### config.mk
export PLATFORM = sky130hd
export DESIGN_NAME = lcd_frame_reader
export DESIGN_NICKNAME = d
export VERILOG_FILES = /design/src/rtl/lcd_pkg.sv /design/src/rtl/sync_edge_det.sv /design/src/rtl/lcd_frame_reader.sv
export SDC_FILE = /design/constraint.sdc
export NUM_CORES = 1
export LEC_CHECK = 0
export BUFFER_PORTS_ARGS = -buffer_cell sky130_fd_sc_hd__buf_2
export CORE_ASPECT_RATIO = 0.7
export CORE_MARGIN = 4
export CORE_UTILIZATION = 45
export DETAILED_ROUTE_END_ITERATION = 6
export MAX_ROUTING_LAYER = met4
export PLACE_DENSITY = 0.79
export SLEW_MARGIN = 5
export SYNTH_ARGS = -nofsm -noshare
export SYNTH_HDL_FRONTEND = slang
export SYNTH_HIERARCHICAL = 1
export SYNTH_SLANG_ARGS = --single-unit
### constraint.sdc
create_clock -name rgb_clk -period 2.2 [get_ports rgb_clk]
set_input_delay 0 -clock rgb_clk [delete_from_list [all_inputs] [get_ports rgb_clk]]
set_output_delay 0 -clock rgb_clk [all_outputs]
set_load 0.01 [all_outputs]
### src/rtl/lcd_pkg.sv
// Shared types and constants for the LCD read path.
package lcd_pkg;

  typedef enum logic [2:0] {
    IDLE,
    FLUSH,
    CHECK,
    REQ,
    WAIT,
    DRAIN
  } state_t;

  localparam int unsigned FLUSH_CYCLES = 4;

  function automatic int unsigned frame_words(input int unsigned h_active,
                                              input int unsigned v_active);
    return h_active * v_active;
  endfunction

endpackage

### src/rtl/sync_edge_det.sv
// Level-to-pulse converter: pulse_c is high while level has just entered POL.
module sync_edge_det #(
  parameter logic POL = 1'b1
) (
  input  logic clk,
  input  logic rst,
  input  logic level,
  output logic pulse_c
);

  logic level_d;
  logic level_q;

  always_comb level_d = level;

  // Resetting to POL keeps a sync already active at reset from looking like an edge.
  always_ff @(posedge clk or posedge rst) begin
    if (rst) level_q <= POL;
    else     level_q <= level_d;
  end

  assign pulse_c = (level_q != POL) && (level == POL);

endmodule

### src/rtl/lcd_frame_reader.sv
// Schedules SDRAM burst reads that keep the LCD read FIFO ahead of the pixel pipe,
// restarting at the frame base address on every vertical sync leading edge.
module lcd_frame_reader
  import lcd_pkg::*;
#(
  parameter int unsigned       H_ACTIVE   = 480,
  parameter int unsigned       V_ACTIVE   = 272,
  parameter int unsigned       BURST_LEN  = 64,
  parameter int unsigned       FIFO_DEPTH = 512,
  parameter int unsigned       ADDR_W     = 24,
  parameter logic [ADDR_W-1:0] BASE_ADDR  = '0,
  parameter logic              VS_POL     = 1'b0
) (
  input  logic              rgb_clk,
  input  logic              rst,
  input  logic              rgb_vs,
  input  logic              rgb_de,
  input  logic [9:0]        fifo_usedw,
  output logic              fifo_clr,
  output logic              rd_req,
  output logic [ADDR_W-1:0] rd_addr,
  output logic [7:0]        rd_len,
  input  logic              rd_ack,
  input  logic              rd_done,
  output logic              underrun,
  output logic [7:0]        frame_cnt
);

  localparam int unsigned FRAME_WORDS = frame_words(H_ACTIVE, V_ACTIVE);
  localparam int unsigned WL_W        = $clog2(FRAME_WORDS + 1);
  localparam int unsigned ROOM_THR    = FIFO_DEPTH - BURST_LEN;
  localparam int unsigned FC_W        = $clog2(FLUSH_CYCLES);

  state_t            state_q, state_d;
  logic              lead_c;
  logic              entry_c;
  logic              pending_q, pending_d;
  logic [FC_W-1:0]   flush_cnt_q, flush_cnt_d;
  logic [WL_W-1:0]   words_left_q, words_left_d;
  logic [ADDR_W-1:0] rd_addr_q, rd_addr_d;
  logic [7:0]        rd_len_q, rd_len_d;
  logic              rd_req_q, rd_req_d;
  logic              fifo_clr_q, fifo_clr_d;
  logic              underrun_q, underrun_d;
  logic [7:0]        frame_cnt_q, frame_cnt_d;

  sync_edge_det #(
    .POL(VS_POL)
  ) u_vs_edge (
    .clk    (rgb_clk),
    .rst    (rst),
    .level  (rgb_vs),
    .pulse_c(lead_c)
  );

  // State and datapath registers.
  always_ff @(posedge rgb_clk or posedge rst) begin
    if (rst) begin
      state_q      <= IDLE;
      pending_q    <= 1'b0;
      flush_cnt_q  <= '0;
      words_left_q <= '0;
      rd_addr_q    <= BASE_ADDR;
      rd_len_q     <= '0;
      rd_req_q     <= 1'b0;
      fifo_clr_q   <= 1'b0;
      underrun_q   <= 1'b0;
      frame_cnt_q  <= '0;
    end else begin
      state_q      <= state_d;
      pending_q    <= pending_d;
      flush_cnt_q  <= flush_cnt_d;
      words_left_q <= words_left_d;
      rd_addr_q    <= rd_addr_d;
      rd_len_q     <= rd_len_d;
      rd_req_q     <= rd_req_d;
      fifo_clr_q   <= fifo_clr_d;
      underrun_q   <= underrun_d;
      frame_cnt_q  <= frame_cnt_d;
    end
  end

  // Next-state logic; a request in flight is never abandoned before its ack.
  always_comb begin
    state_d = state_q;
    unique case (state_q)
      IDLE: if (lead_c) state_d = FLUSH;
      FLUSH: begin
        if (lead_c)                                     state_d = FLUSH;
        else if (flush_cnt_q == FC_W'(FLUSH_CYCLES - 1)) state_d = CHECK;
      end
      CHECK: begin
        if (lead_c)                             state_d = FLUSH;
        else if (words_left_q == '0)            state_d = IDLE;
        else if (32'(fifo_usedw) <= ROOM_THR)   state_d = REQ;
      end
      REQ: begin
        if (rd_ack) begin
          if (rd_done) state_d = (pending_q || lead_c) ? FLUSH : CHECK;
          else         state_d = (pending_q || lead_c) ? DRAIN : WAIT;
        end
      end
      WAIT: begin
        if (rd_done)     state_d = lead_c ? FLUSH : CHECK;
        else if (lead_c) state_d = DRAIN;
      end
      DRAIN: if (rd_done) state_d = FLUSH;
      default: state_d = IDLE;
    endcase
  end

  // Output and counter updates, registered from the next state.
  always_comb begin
    entry_c      = (state_d == FLUSH) && ((state_q != FLUSH) || lead_c);
    pending_d    = 1'b0;
    flush_cnt_d  = '0;
    words_left_d = words_left_q;
    rd_addr_d    = rd_addr_q;
    rd_len_d     = rd_len_q;
    rd_req_d     = (state_d == REQ);
    fifo_clr_d   = (state_d == FLUSH);
    underrun_d   = underrun_q;
    frame_cnt_d  = frame_cnt_q;

    if (state_q == REQ && !rd_ack) pending_d = pending_q || lead_c;
    if (state_q == FLUSH && !entry_c) flush_cnt_d = flush_cnt_q + FC_W'(1);

    if (rgb_de && fifo_usedw == '0 && state_q != FLUSH) underrun_d = 1'b1;

    if (entry_c) begin
      rd_addr_d    = BASE_ADDR;
      words_left_d = WL_W'(FRAME_WORDS);
      frame_cnt_d  = frame_cnt_q + 8'd1;
      underrun_d   = 1'b0;
    end else if (state_q == REQ && rd_ack) begin
      rd_addr_d    = rd_addr_q + ADDR_W'(rd_len_q);
      words_left_d = words_left_q - WL_W'(rd_len_q);
    end

    if (state_q == CHECK && state_d == REQ) begin
      if (32'(words_left_q) < BURST_LEN) rd_len_d = 8'(words_left_q);
      else                               rd_len_d = 8'(BURST_LEN);
    end
  end

  assign fifo_clr  = fifo_clr_q;
  assign rd_req    = rd_req_q;
  assign rd_addr   = rd_addr_q;
  assign rd_len    = rd_len_q;
  assign underrun  = underrun_q;
  assign frame_cnt = frame_cnt_q;

endmodule

==> flow_metrics.tcl <==
set metrics [dict create \
    drtIter0Drc 339 \
    setup_viol 33 \
    routed_wl_mm 13.8 \
    period_minus_slack_ns 2.33 \
    synth_simple_gate_area_share 0.223 \
    syn-cell-area_um2 3850 \
    vias_per_cell 6.06 \
    path_cells "ha_2 > inv_2 > fa_2 > a21o_1 > a221oi_2 > a21oi_2 > nor3_2 > xnor2_1 > nand2_1" \
    cts_root_buf "clkbuf_16" \
    die_w_um 119 \
    leakagePower_uw 0.00259 \
    crit_cells 9 \
    drcViolationCount 0 \
    synth_top_area_frac 0.436 \
    wl_per_cell_um 20.9 \
    slew_headroom 0.581 \
    p_per_area_nw_per_um2 1390 \
    design.die.area_um2 10100 \
    synth_edf_count 0 \
    cts_max_path_buffers 2 \
    worstSetupEndpointType "flip-flop" \
    fp.coreArea_um2 8070 \
    critPathMaxFanout 4 \
    cts_tree "done" \
    synth.yosys.seq_area_share 0.436 \
    tightest_slew_ns 0.627 \
    synth-compound-area-share 0.135 \
    r2r-end "words_left_q[14]$_DFFE_PP0P_" \
    r2r_slack_ns -0.13 \
    ant_nets 0 \
    cts_sinks 67 \
    synth_area_leaders "dfrtp_1 44%, ha_1 5.9%, xnor2_1 5.0%" \
    path_clk_slew_ns 0.06 \
    ys_warn_count 6 \
    rr_startpoint "rd_len[0]$_DFFE_PP0P_" \
    yosysUniqueCellTypes 58 \
    violations "negative setup slack" \
    synth_ff_type "dfrtp_1" \
    drtPass1Iterations 6 \
    dp.final_hpwl_mm 7.13 \
    crit_type "reg -> reg" \
    grt_antenna_before_repair 0 \
    slowest_delay_ns 0.42 \
    drive_gt1_frac 0.407 \
    finClkSkew_ns 0.0115 \
    avgSynthCellArea_um2 9.45 \
    synth.most_common_cell "dfrtp_1" \
    synthArstFlopShare 1.00 \
    worst_ep_arrival_time_ns 2.55 \
    final_nets 589 \
    initial_core_util 0.477 \
    max-vdd-ir-drop_mv 0.667 \
    reg2regPathDepth 9 \
    grt_pass1_wl_mm 18.8 \
    grt_usage 0.239 \
    setup_ws_ns -0.133 \
    synthCells 407 \
    antenna_cells 0 \
    rows 27 \
    num-fill-cells 512 \
    grt_max_degree 40 \
    post-synth-top-area-cell "dfrtp_1" \
    htree_levels 3 \
    io_pins 59 \
    ys_seq_elements 67 \
    critPathLaunchType "flip-flop" \
    critPathRequiredTime_ns 2.42 \
    die_h_um 85.4 \
    cts-buffers-inserted 9 \
    synthMuxAreaShare 0.0195 \
    synth_fp_nets 443 \
    critPathTopFamily "compound AO/OA/AOI/OAI gates" \
    maxCapViolCount 0 \
    hold_viol 0 \
    synthAdderAreaFrac 0.0689 \
    via_count 3996 \
    whs_ns 0.0586 \
    clk_latency_ns 0.34 \
    grt_pass1_vias 3786 \
    max_freq_mhz 429 \
    place_congestion 0.902 \
    critPathBufInv 1 \
    crit_slowest_cell "dfrtp_2" \
    timing.final.crit_share 1.06 \
    gr-total-overflow 0 \
    synth_top_family_by_area "simple AND/OR/NAND/NOR gates" \
    place_area_um2 4720 \
    finalPower_uw 7950 \
    stdcell_area_um2 5720 \
    synthXorXnorAreaFrac 0.0842 \
    slew_viol_final 0 \
    synthTopCellsByCount "67 x dfrtp_1, 42 x nor2_1, 41 x nand2_1, 25 x a21oi_1, 22 x xnor2_1" \
    port_buffers 58 \
    status "finished, violations left" \
    hold_class "in -> async" \
    area_growth_pct 48.6 \
    rsz0062_at_grt "true" \
]
[layout by cell type (no fill, tap or decap), drive strengths merged, types with 2 or more instances in the layout]
| cell type | synthesis | routed |
|---|---|---|
| buf | 5 | 137 |
| dfrtp | 67 | 67 |
| nor2 | 42 | 43 |
| nand2 | 42 | 42 |
| a21oi | 25 | 25 |
| xnor2 | 22 | 22 |
| inv | 19 | 19 |
| ha | 18 | 18 |
| nor3 | 16 | 16 |
| xor2 | 15 | 15 |
| o21ai | 13 | 13 |
| clkbuf | 7 | 12 |
| nand3 | 12 | 12 |
| nor4 | 9 | 9 |
| and3 | 8 | 8 |
| nor2b | 8 | 8 |
| dlygate4sd3 | 0 | 7 |
| a211oi | 7 | 7 |
| mux2i | 6 | 6 |
| nand2b | 5 | 5 |
| or3 | 5 | 5 |
| nand4 | 4 | 4 |
| o21a | 4 | 4 |
| o31ai | 4 | 4 |
| o311ai | 4 | 4 |
| o211ai | 3 | 3 |
| bufinv | 0 | 3 |
| a21o | 3 | 3 |
| clkinv | 0 | 3 |
| nor4b | 2 | 2 |
| and3b | 2 | 2 |
| a31oi | 2 | 2 |
| a2111oi | 2 | 2 |
| nor3b | 2 | 2 |
| nand3b | 2 | 2 |
| fa | 2 | 2 |
| or4 | 2 | 2 |
| or2 | 2 | 2 |
[registers in the layout (all words and copies together) (netlist names)]
| register | flops |
|---|---|
| fifo_clr | 1 |
| flush_cnt_q | 2 |
| frame_cnt | 8 |
| pending_q | 1 |
| rd_addr | 24 |
| rd_len | 8 |
| rd_req | 1 |
| state_q | 3 |
| u_vs_edge/level_q | 1 |
| underrun | 1 |
| words_left_q | 17 |
[metrics by stage]
stage,std cells,setup TNS (ns),setup slack [ns],utilization
CTS,649,-0.0826,-0.0265,0.666
global placement,614,-1.69,-0.130,0.584
global route,659,-4.40,-0.178,0.708
detailed placement,614,-3.65,-0.234,0.584
floorplan,407,-0.210,-0.155,-
finish,659,-1.85,-0.133,0.708
[worst max-delay path by stage]
| stage | start | end | slack (ns) |
|---|---|---|---|
| 2_1_floorplan | words_left_q[9]$_DFFE_PP0P_ | frame_cnt[1]$_DFFE_PP0N_ | -0.15 |
| 5_1_grt | rd_len[0]$_DFFE_PP0P_ | rd_addr[18]$_DFFE_PP0P_ | -0.18 |
| 3_3_place_gp | rd_len[0]$_DFFE_PP0P_ | rd_addr[12]$_DFFE_PP0P_ | -0.13 |
| 3_5_place_dp | words_left_q[0]$_DFFE_PP0P_ | words_left_q[16]$_DFFE_PP0P_ | -0.23 |
| 6_report | rd_len[0]$_DFFE_PP0P_ | words_left_q[14]$_DFFE_PP0P_ | -0.13 |
| 4_1_cts | words_left_q[13]$_DFFE_PP0P_ | rd_len[0]$_DFFE_PP0P_ | -0.03 |
[worst register-to-register path: stages, from the launching register on]
cell      delay, ns
dfrtp_2        0.42
ha_2           0.21
inv_2          0.04
fa_2           0.33
a21o_1         0.20
a221oi_2       0.34
a21oi_2        0.18
nor3_2         0.23
xnor2_1        0.18
nand2_1        0.08
[cells by family after synthesis]
logic type      count (synthesis)
compound gates                 78
simple gates                  167
fa+ha+maj                      20
flops                          67
buf+inv                        31
xor+xnor                       37
mux                             7
[timing repair]
action / CTS / global route
gates resized for setup: 30 / 56
pin swaps: 10 / 30
hold endpoints to repair: 32 / 0
setup buffers: 12 / 7
gates cloned: 0 / 4
hold buffers: 7 / 0
setup endpoints to repair: 54 / 60
[metal layers]
layer | wire [um] | vias up | GRT usage
li1 | - | 1739 | -
met2 | 6400 | 259 | 0.358
met5 | 0 | - | -
met3 | 1370 | 56 | 0.0720
met1 | 5550 | 1942 | 0.311
met4 | 448 | 0 | 0.0820
[area by class of cell]
class	instances	area, um2	area share
multi-input combinational	310	2420	0.424
tap	101	126	0.0221
timing repair buffer	146	1070	0.187
clock inverter	6	113	0.0197
sequential	67	1680	0.294
inverter	19	71.3	0.0125
clock buffer	10	239	0.0418
[where the power goes]
part	leakage (uW)	switching (uW)	internal (uW)
clock	0.000173	589	1140
sequential	0.000841	316	1510
combinational	0.00157	2410	1990
total	0.00259	3310	4640
(Power assumes the default switching activity.)
